<file path="src/rtl/strand_receiver_pkg.sv">
// strand_receiver_pkg: shared strand link definitions used by both the strand
// receiver and the strand driver. Keeping them in one place stops the two sides
// from drifting apart. It holds the pixel and index widths, the WS2811 bit timings
// and decode thresholds, and the receiver FSM state encoding.
`timescale 1ns/1ps
package strand_receiver_pkg;

  localparam int MEM_DATA_WIDTH     = 24;
  localparam int STRAND_PARAM_WIDTH = 16;
  localparam int GAP_W              = 16;
  localparam int HIGH_W             = 8;
  localparam int BIT_CNT_W          = 5;

  // WS2811 driver timings in 100 MHz clk cycles
  localparam int T0H      = 50;
  localparam int T0L      = 200;
  localparam int T1H      = 120;
  localparam int T1L      = 130;
  localparam int TRESET   = 6000;
  localparam int TCLKDIV2 = 10;

  // Receiver decode thresholds, sized to the counters that compare against them
  localparam logic [HIGH_W-1:0]             BIT_THRESH    = 8'd85;
  localparam logic [HIGH_W-1:0]             MAX_HIGH      = 8'd250;
  localparam logic [GAP_W-1:0]              RESET_GAP     = 16'd5000;
  localparam logic [BIT_CNT_W-1:0]          LAST_BIT      = 5'd23;
  localparam logic [STRAND_PARAM_WIDTH-1:0] PIXEL_IDX_MAX = 16'hFFFF;

  typedef enum logic [1:0] {
    RX_IDLE = 2'd0,
    RX_HIGH = 2'd1,
    RX_LOW  = 2'd2,
    RX_END  = 2'd3
  } rx_state_t;

endpackage

</file>
<file path="src/rtl/strand_receiver_if.sv">
// strand_receiver_if: pad-side inputs and capture-RAM-side outputs of the strand
// receiver. The master side drives the strand lines and mode. The slave side is
// the receiver itself.
`timescale 1ns/1ps
interface strand_receiver_if;
  import strand_receiver_pkg::*;

  logic                          ws2811_mode;
  logic                          strand_clk_in;
  logic                          strand_data_in;
  logic [MEM_DATA_WIDTH-1:0]     pixel_data;
  logic [STRAND_PARAM_WIDTH-1:0] pixel_idx;
  logic                          pixel_valid;
  logic                          frame_done;
  logic [STRAND_PARAM_WIDTH-1:0] frame_length;
  logic                          busy;
  logic                          error;

  modport master (
    output ws2811_mode, strand_clk_in, strand_data_in,
    input  pixel_data, pixel_idx, pixel_valid, frame_done, frame_length, busy, error
  );

  modport slave (
    input  ws2811_mode, strand_clk_in, strand_data_in,
    output pixel_data, pixel_idx, pixel_valid, frame_done, frame_length, busy, error
  );

endinterface

</file>
<file path="src/rtl/strand_receiver_rx_sync.sv">
// strand_rx_sync: brings one asynchronous strand pad line into the clk domain.
// It uses a 2-FF synchronizer, an optional 3-sample majority glitch filter, and a
// rising-edge strobe.
// The glitch filter is built when STRAND_RX_GLITCH_FILTER_EN is defined. It adds
// 2 cycles of latency to both edges, so pulse widths are preserved.
`timescale 1ns/1ps
module strand_rx_sync (
  input  logic clk,
  input  logic rst_n,
  input  logic i_async,
  output logic o_level,
  output logic o_rise
);

  logic r_meta;
  logic r_sync;
  logic r_prev;
  logic w_level;

  // Two-flop synchronizer for the asynchronous pad input
  always_ff @(posedge clk) begin
    if (!rst_n) begin
      r_meta <= 1'b0;
      r_sync <= 1'b0;
    end else begin
      r_meta <= i_async;
      r_sync <= r_meta;
    end
  end

`ifdef STRAND_RX_GLITCH_FILTER_EN
  logic [1:0] r_hist;
  logic       r_filt;

  // Majority of the last three synchronized samples rejects single-cycle pulses
  always_ff @(posedge clk) begin
    if (!rst_n) begin
      r_hist <= 2'b00;
      r_filt <= 1'b0;
    end else begin
      r_hist <= {r_hist[0], r_sync};
      r_filt <= (r_sync & r_hist[0]) | (r_sync & r_hist[1]) | (r_hist[0] & r_hist[1]);
    end
  end

  assign w_level = r_filt;
`else
  assign w_level = r_sync;
`endif

  // Previous level, kept for rising-edge detection
  always_ff @(posedge clk) begin
    if (!rst_n) begin
      r_prev <= 1'b0;
    end else begin
      r_prev <= w_level;
    end
  end

  assign o_level = w_level;
  assign o_rise  = w_level & ~r_prev;

endmodule

</file>
<file path="src/rtl/strand_receiver.sv">
// strand_receiver: decodes a WS2811 one-wire or WS2801 clock/data strand stream
// back into 24-bit pixel words. Bits arrive LSB first. It reports pixel index,
// frame boundaries, frame length and a sticky error.
// The optional pad glitch filter is selected with STRAND_RX_GLITCH_FILTER_EN.
`timescale 1ns/1ps
module strand_receiver
  import strand_receiver_pkg::*;
(
  input logic              clk,
  input logic              rst_n,
  strand_receiver_if.slave bus
);

  logic w_dataLevel;
  logic w_dataRise;
  logic w_clkLevel;
  logic w_clkRise;
  logic w_startEdge;
  logic w_lineLevel;
  logic w_lineRise;
  logic w_bitStrobe;
  logic w_bitValue;
  logic [BIT_CNT_W-1:0] w_bitIdx;

  rx_state_t                     r_state;
  logic                          r_mode;
  logic [HIGH_W-1:0]             r_highCnt;
  logic [GAP_W-1:0]              r_gapCnt;
  logic [BIT_CNT_W-1:0]          r_bitCnt;
  logic [MEM_DATA_WIDTH-1:0]     r_word;
  logic                          r_wordDone;
  logic [MEM_DATA_WIDTH-1:0]     r_pixelData;
  logic [STRAND_PARAM_WIDTH-1:0] r_pixelIdx;
  logic                          r_pixelValid;
  logic                          r_frameDone;
  logic [STRAND_PARAM_WIDTH-1:0] r_frameLength;
  logic                          r_busy;
  logic                          r_error;

  strand_rx_sync u_dataSync (
    .clk     (clk),
    .rst_n   (rst_n),
    .i_async (bus.strand_data_in),
    .o_level (w_dataLevel),
    .o_rise  (w_dataRise)
  );

  strand_rx_sync u_clkSync (
    .clk     (clk),
    .rst_n   (rst_n),
    .i_async (bus.strand_clk_in),
    .o_level (w_clkLevel),
    .o_rise  (w_clkRise)
  );

  // Frame start follows the live mode pin. Once in a frame, the latched mode picks
  // which line is watched for gaps.
  assign w_startEdge = bus.ws2811_mode ? w_dataRise : w_clkRise;
  assign w_lineLevel = r_mode ? w_dataLevel : w_clkLevel;
  assign w_lineRise  = r_mode ? w_dataRise  : w_clkRise;

  // Decide whether a bit completes this cycle, and its value and word position.
  // In RX_HIGH the data line is known to be high, so a low level is the falling edge.
  always_comb begin
    w_bitStrobe = 1'b0;
    w_bitValue  = w_dataLevel;
    w_bitIdx    = r_bitCnt;
    case (r_state)
      RX_IDLE: begin
        w_bitStrobe = w_startEdge & ~bus.ws2811_mode;
        w_bitIdx    = '0;
      end
      RX_HIGH: begin
        w_bitStrobe = ~w_dataLevel;
        w_bitValue  = (r_highCnt >= BIT_THRESH);
      end
      RX_LOW: begin
        w_bitStrobe = ~r_mode & w_clkRise;
      end
      default: begin
        w_bitStrobe = 1'b0;
      end
    endcase
  end

  // Receive FSM with bit assembly, pixel write strobe and frame bookkeeping
  always_ff @(posedge clk) begin
    if (!rst_n) begin
      r_state       <= RX_IDLE;
      r_mode        <= 1'b0;
      r_highCnt     <= '0;
      r_gapCnt      <= '0;
      r_bitCnt      <= '0;
      r_word        <= '0;
      r_wordDone    <= 1'b0;
      r_pixelData   <= '0;
      r_pixelIdx    <= '0;
      r_pixelValid  <= 1'b0;
      r_frameDone   <= 1'b0;
      r_frameLength <= '0;
      r_busy        <= 1'b0;
      r_error       <= 1'b0;
    end else begin
      r_pixelValid <= 1'b0;
      r_frameDone  <= 1'b0;
      r_wordDone   <= 1'b0;

      case (r_state)
        RX_IDLE: begin
          if (w_startEdge) begin
            r_busy     <= 1'b1;
            r_error    <= 1'b0;
            r_pixelIdx <= '0;
            r_bitCnt   <= '0;
            r_mode     <= bus.ws2811_mode;
            r_gapCnt   <= '0;
            r_highCnt  <= 8'd1;
            r_state    <= bus.ws2811_mode ? RX_HIGH : RX_LOW;
          end
        end
        RX_HIGH: begin
          if (!w_dataLevel) begin
            r_gapCnt <= '0;
            r_state  <= RX_LOW;
          end else if (r_highCnt != MAX_HIGH) begin
            r_highCnt <= r_highCnt + 8'd1;
            if (r_highCnt + 8'd1 == MAX_HIGH) begin
              r_error <= 1'b1;
            end
          end
        end
        RX_LOW: begin
          if (w_lineRise) begin
            r_gapCnt <= '0;
            if (r_mode) begin
              r_highCnt <= 8'd1;
              r_state   <= RX_HIGH;
            end
          end else if (r_gapCnt == RESET_GAP - 16'd1) begin
            r_state <= RX_END;
          end else if (!w_lineLevel) begin
            r_gapCnt <= r_gapCnt + 16'd1;
          end
        end
        RX_END: begin
          r_frameDone   <= 1'b1;
          r_frameLength <= r_pixelIdx;
          r_busy        <= 1'b0;
          if (r_bitCnt != '0) begin
            r_error <= 1'b1;
          end
          r_state <= RX_IDLE;
        end
        default: begin
          r_state <= RX_IDLE;
        end
      endcase

      if (w_bitStrobe) begin
        r_word[w_bitIdx] <= w_bitValue;
        if (w_bitIdx == LAST_BIT) begin
          r_bitCnt   <= '0;
          r_wordDone <= 1'b1;
        end else begin
          r_bitCnt <= w_bitIdx + 5'd1;
        end
      end

      if (r_wordDone) begin
        if (r_pixelIdx == PIXEL_IDX_MAX) begin
          r_error <= 1'b1;
        end else begin
          r_pixelValid <= 1'b1;
          r_pixelData  <= r_word;
        end
      end

      if (r_pixelValid) begin
        r_pixelIdx <= r_pixelIdx + 16'd1;
      end
    end
  end

  assign bus.pixel_data   = r_pixelData;
  assign bus.pixel_idx    = r_pixelIdx;
  assign bus.pixel_valid  = r_pixelValid;
  assign bus.frame_done   = r_frameDone;
  assign bus.frame_length = r_frameLength;
  assign bus.busy         = r_busy;
  assign bus.error        = r_error;

endmodule

</file>
<file path="src/flat_wrapper.sv">
// flat-port wrapper written by rule: the top's interface ports become plain ports
module strand_receiver_flat import strand_receiver_pkg::*;
  (clk, rst_n, bus_ws2811_mode, bus_strand_clk_in, bus_strand_data_in, bus_pixel_data, bus_pixel_idx, bus_pixel_valid, bus_frame_done, bus_frame_length, bus_busy, bus_error);
  strand_receiver_if bus_i ();
  input logic clk;
  input logic rst_n;
  input wire logic [$bits(bus_i.ws2811_mode)-1:0] bus_ws2811_mode;
  input wire logic [$bits(bus_i.strand_clk_in)-1:0] bus_strand_clk_in;
  input wire logic [$bits(bus_i.strand_data_in)-1:0] bus_strand_data_in;
  output wire logic [$bits(bus_i.pixel_data)-1:0] bus_pixel_data;
  output wire logic [$bits(bus_i.pixel_idx)-1:0] bus_pixel_idx;
  output wire logic [$bits(bus_i.pixel_valid)-1:0] bus_pixel_valid;
  output wire logic [$bits(bus_i.frame_done)-1:0] bus_frame_done;
  output wire logic [$bits(bus_i.frame_length)-1:0] bus_frame_length;
  output wire logic [$bits(bus_i.busy)-1:0] bus_busy;
  output wire logic [$bits(bus_i.error)-1:0] bus_error;
  assign bus_i.ws2811_mode = bus_ws2811_mode;
  assign bus_i.strand_clk_in = bus_strand_clk_in;
  assign bus_i.strand_data_in = bus_strand_data_in;
  assign bus_pixel_data = bus_i.pixel_data;
  assign bus_pixel_idx = bus_i.pixel_idx;
  assign bus_pixel_valid = bus_i.pixel_valid;
  assign bus_frame_done = bus_i.frame_done;
  assign bus_frame_length = bus_i.frame_length;
  assign bus_busy = bus_i.busy;
  assign bus_error = bus_i.error;
  strand_receiver u_core (.clk(clk), .rst_n(rst_n), .bus(bus_i));
endmodule
</file>
<file path="config.mk">
export PLATFORM = sky130hd
export DESIGN_NAME = strand_receiver_flat
export DESIGN_NICKNAME = d
export VERILOG_FILES = /design/src/rtl/strand_receiver_pkg.sv /design/src/rtl/strand_receiver_if.sv /design/src/rtl/strand_receiver_rx_sync.sv /design/src/rtl/strand_receiver.sv /design/src/flat_wrapper.sv
export SDC_FILE = /design/constraint.sdc
export NUM_CORES = 1
export LEC_CHECK = 0
export ABC_AREA = 1
export BUFFER_PORTS_ARGS = -buffer_cell sky130_fd_sc_hd__buf_4
export CORE_MARGIN = 2
export CORE_UTILIZATION = 30
export CTS_CLUSTER_SIZE = 8
export DETAILED_ROUTE_END_ITERATION = 8
export PLACE_DENSITY = 0.42
export SLEW_MARGIN = 15
export SYNTH_ARGS = -nofsm -noshare
export SYNTH_HDL_FRONTEND = slang
export SYNTH_HIERARCHICAL = 1
export SYNTH_SLANG_ARGS = --single-unit
</file>
<file path="constraint.sdc">
create_clock -name clk -period 2.09 [get_ports clk]
set_input_delay 0 -clock clk [delete_from_list [all_inputs] [get_ports clk]]
set_output_delay 0 -clock clk [all_outputs]
set_load 0.01 [all_outputs]
</file>
==> impl_results.md <==
- Worst Tran Pin Value: ~480 ps
- CP Max Fanout: 8
- Most common cell on crit path: nor2_1
- Rel. slew slack: between 60% and 70%
- Core area: about 19000 um2
- Initial antenna violation count: 0
- Share of layout cells above drive strength 1: around 16%
- Clock root cell: clkbuf_16
- Compound-Gate Fraction of Synth Area: between 10% and 20%
- Asr flop ratio synth: 0%
- HP Class: flop to flop
- Int Pwr: 0.00450 W
- Post-synth EDFFs: 0
- Clock transition at path regs: roughly 60 ps
- Startpoint Class: flop
- Final Critical Period: 1880 ps
- Critical path type: flop to flop
- Final WL: between 15 and 20 mm
- Worst Skew: approximately 13 ps
- I/O Pins: 65
- Post-Synthesis Mean Instance Area: around 6.9 um2
- Commonest non-fill, non-tap cell in the layout: nand2_1
- Via count: 5500
- Worst vdd ir: roughly 0.00056 V
- Final setup viols: 0
- Power per standard cell area: between 900 and 1000 nW/um2
- Synth Area in XOR/XNOR: ~1.1%
- Post-Synthesis Cells: 844
- Fin. Hold Viols: 0
- Synth Area in Adders: under 10%
- Die W: about 140 um
- Worst EP required: between 2000 and 2500 ps
- Yosys cell types: slightly above 40
- Yosys reg bits: ~120
- FP Rows: 50
- Worst-path cell chain: nor2_4, nor2_1, ha_1, inv_1, nor2_1, nand2_1, xor2_1, o21a_1, nor2_1
- Register area share after synthesis: 42.4%
- I/O Buffers: 64
- DP Area: roughly 6700 um2
- Maxcap violations: 0
- ANT cells: 0
- Part of the cycle the worst path needs: between 80% and 90%
- Final TNS setup: 0 ps
- Leak: ~3.0 nW
- Vias per cell: about 4.6
- Design Area, Final: around 7300 um2
- Gr ovfl total: 0
- Max frequency: ~0.53 GHz
- Reg power frac: 38.8%
- Top FF cell, synth: dfxtp_1
- Post-synthesis simple-gate area fraction: 31.8%
- Num CTS Buffers: 17
- Router iterations before antenna repair: 4
- Max Slew Vio Count: 0
- Tot GR Track Use: between 10% and 20%
- Switching power total: 0.00217 W
- Critical Path End Type: flop
- Routed length per instance: 12.9 um
- First-pass GRT wire length: 25.8 mm
- Mapped Nets: 860
- Skew-Pair Late Insertion Delay: approximately 400 ps
- Largest net degree at the start of global routing: 56
- Die height: about 140 um
- Post-Place Cells: about 1200
- Largest family of logic cells by synthesized area: simple AND/OR/NAND/NOR gates
- Portion of netlist area occupied by mux cells: 0%
- Starting Density: 30.8%
- Syn Std Cell Area: a little under 6000 um2
- Area grow syn2layout: 26.3%
- DR DRC count: 0
- Vias in the first global route: around 5300
- Crit path DAT: around 2200 ps
- Starting DRT DRC Count: 260
- Clock tree buffer depth: 2
- Tot Pwr: 0.00666 W
- Net Sw Frac: between 30 and 40%
- Comb pwr share: between 10% and 20%
- Placer Congestion: about 0.84
- Slowest cell on the critical path: dfxtp_1
- Most frequent cells in the layout: 173 x nand2_1, 160 x nor2_1, 123 x dfxtp_1, 85 x buf_4, 78 x inv_1
- Worst path max stage delay: around 530 ps
- DP HPWL: 10.8 mm
- RSZ-0062 raised after global routing: no
- Die Area: 20500 um2
- Clk sinks: between 100 and 150
- Part of the power in the clock network: between 40 and 50%
- Non-filler cells, final: ~1200
- Ys Warns: 6
- DRT antenna net count: 0
- H-tree Lvls: 4
- Nets: roughly 950
- R2r setup slk: 210 ps
- Status: complete, no violations
- CTS tree: built
sequential cells by signal, summed over array words and instances (netlist names), 2 cells and up:
name / flops
u_core/bus.frame_length: 16
u_core/bus.pixel_data: 24
u_core/bus.pixel_idx: 16
u_core/r_bitCnt: 5
u_core/r_gapCnt: 16
u_core/r_highCnt: 8
u_core/r_state: 2
u_core/r_word: 24
kinds of logic after synthesis:
group	after synthesis
flip-flops	123
adder cells (fa/ha/maj)	11
AO/OA/AOI/OAI	160
buffers and inverters	114
XOR/XNOR	7
AND/OR/NAND/NOR	429
synthesized netlist by cell type (2+ instances only):
| cell type | count | area [um2] |
|---|---|---|
| nand4_1 | 10 | 62.6 |
| nand3_1 | 45 | 225 |
| nor3_1 | 11 | 55.1 |
| o21ai_1 | 23 | 115 |
| ha_1 | 11 | 138 |
| xor2_1 | 6 | 52.6 |
| nand3b_1 | 2 | 15.0 |
| buf_2 | 7 | 35.0 |
| nand2_1 | 173 | 649 |
| inv_1 | 78 | 293 |
| o21ai_0 | 53 | 265 |
| clkbuf_1 | 15 | 56.3 |
| nand3_4 | 2 | 35.0 |
| dfxtp_1 | 123 | 2460 |
| o21a_1 | 2 | 15.0 |
| nor2_2 | 8 | 50.1 |
| or2_2 | 2 | 12.5 |
| o21bai_1 | 4 | 30.0 |
| inv_2 | 10 | 37.5 |
| nor2_1 | 160 | 601 |
| a221oi_1 | 2 | 17.5 |
| a21oi_1 | 71 | 355 |
| nand2_2 | 6 | 37.5 |
| nand2_4 | 3 | 33.8 |
routing by layer:
metal / vias to the layer above / global-route usage [%] / wire length [um]
met2: 94 / 25.9 / 7170
met5: - / 0 / 0
met1: 2514 / 20.0 / 7450
li1: 2882 / - / -
met3: 10 / 4.09 / 683
met4: 0 / 5.84 / 162
worst paths after layout:
path / start / end / cells past startpoint
setup / recovery: u_core/r_state[0]$_SDFFE_PN0P_ / u_core/r_bitCnt[4]$_SDFFE_PN0P_ / 9
hold / removal: u_core/u_clkSync/r_meta$_SDFF_PN0_ / u_core/u_clkSync/o_level$_SDFF_PN0_ / 2
setup reg to reg: u_core/r_state[0]$_SDFFE_PN0P_ / u_core/r_bitCnt[4]$_SDFFE_PN0P_ / 9
hold reg to reg: u_core/u_clkSync/r_meta$_SDFF_PN0_ / u_core/u_clkSync/o_level$_SDFF_PN0_ / 2
stage by stage:
step	hold slack (ps)	setup WS (ps)	utilization (%)
floorplan	93.5	333	-
global placement	182	245	35.4
detailed placement	187	230	35.4
CTS	409	218	38.8
global route	434	18.3	38.9
finish	407	213	38.9
final cells by class:
cell class | count | area, um2
fill | 2015 | 11500
multi-input combinational | 607 | 2900
sequential | 123 | 2460
timing repair buffer | 93 | 738
clock buffer | 18 | 429
inverter | 88 | 333
tap | 260 | 325
clock inverter | 14 | 140
repair_timing:
item	4_1_cts	5_1_grt
hold buffers	6	0
buffers inserted	0	1
gates resized for setup	0	3
endpoints found under the hold margin	19	0
endpoints found under the setup margin	0	24
critical path, delay by kind of cell (launching register included):
kind,cells,cell delay (ps)
AND/OR/NAND/NOR,5,620
flip-flops,1,530
adder cells (fa/ha/maj),1,260
AO/OA/AOI/OAI,1,170
XOR/XNOR,1,150
buffers and inverters,1,70
power by group through the flow:
stage	Clock, W	Combinational (W)	Sequential (W)
finish	0.00282	0.00125	0.00259
global route	0.00303	0.00144	0.00261
detailed placement	0	0.00126	0.00264
global placement	0	0.00124	0.00264
CTS	0.00291	0.00127	0.00259
floorplan	0	0.000965	0.00261
Power figures use the tool's default switching activity.
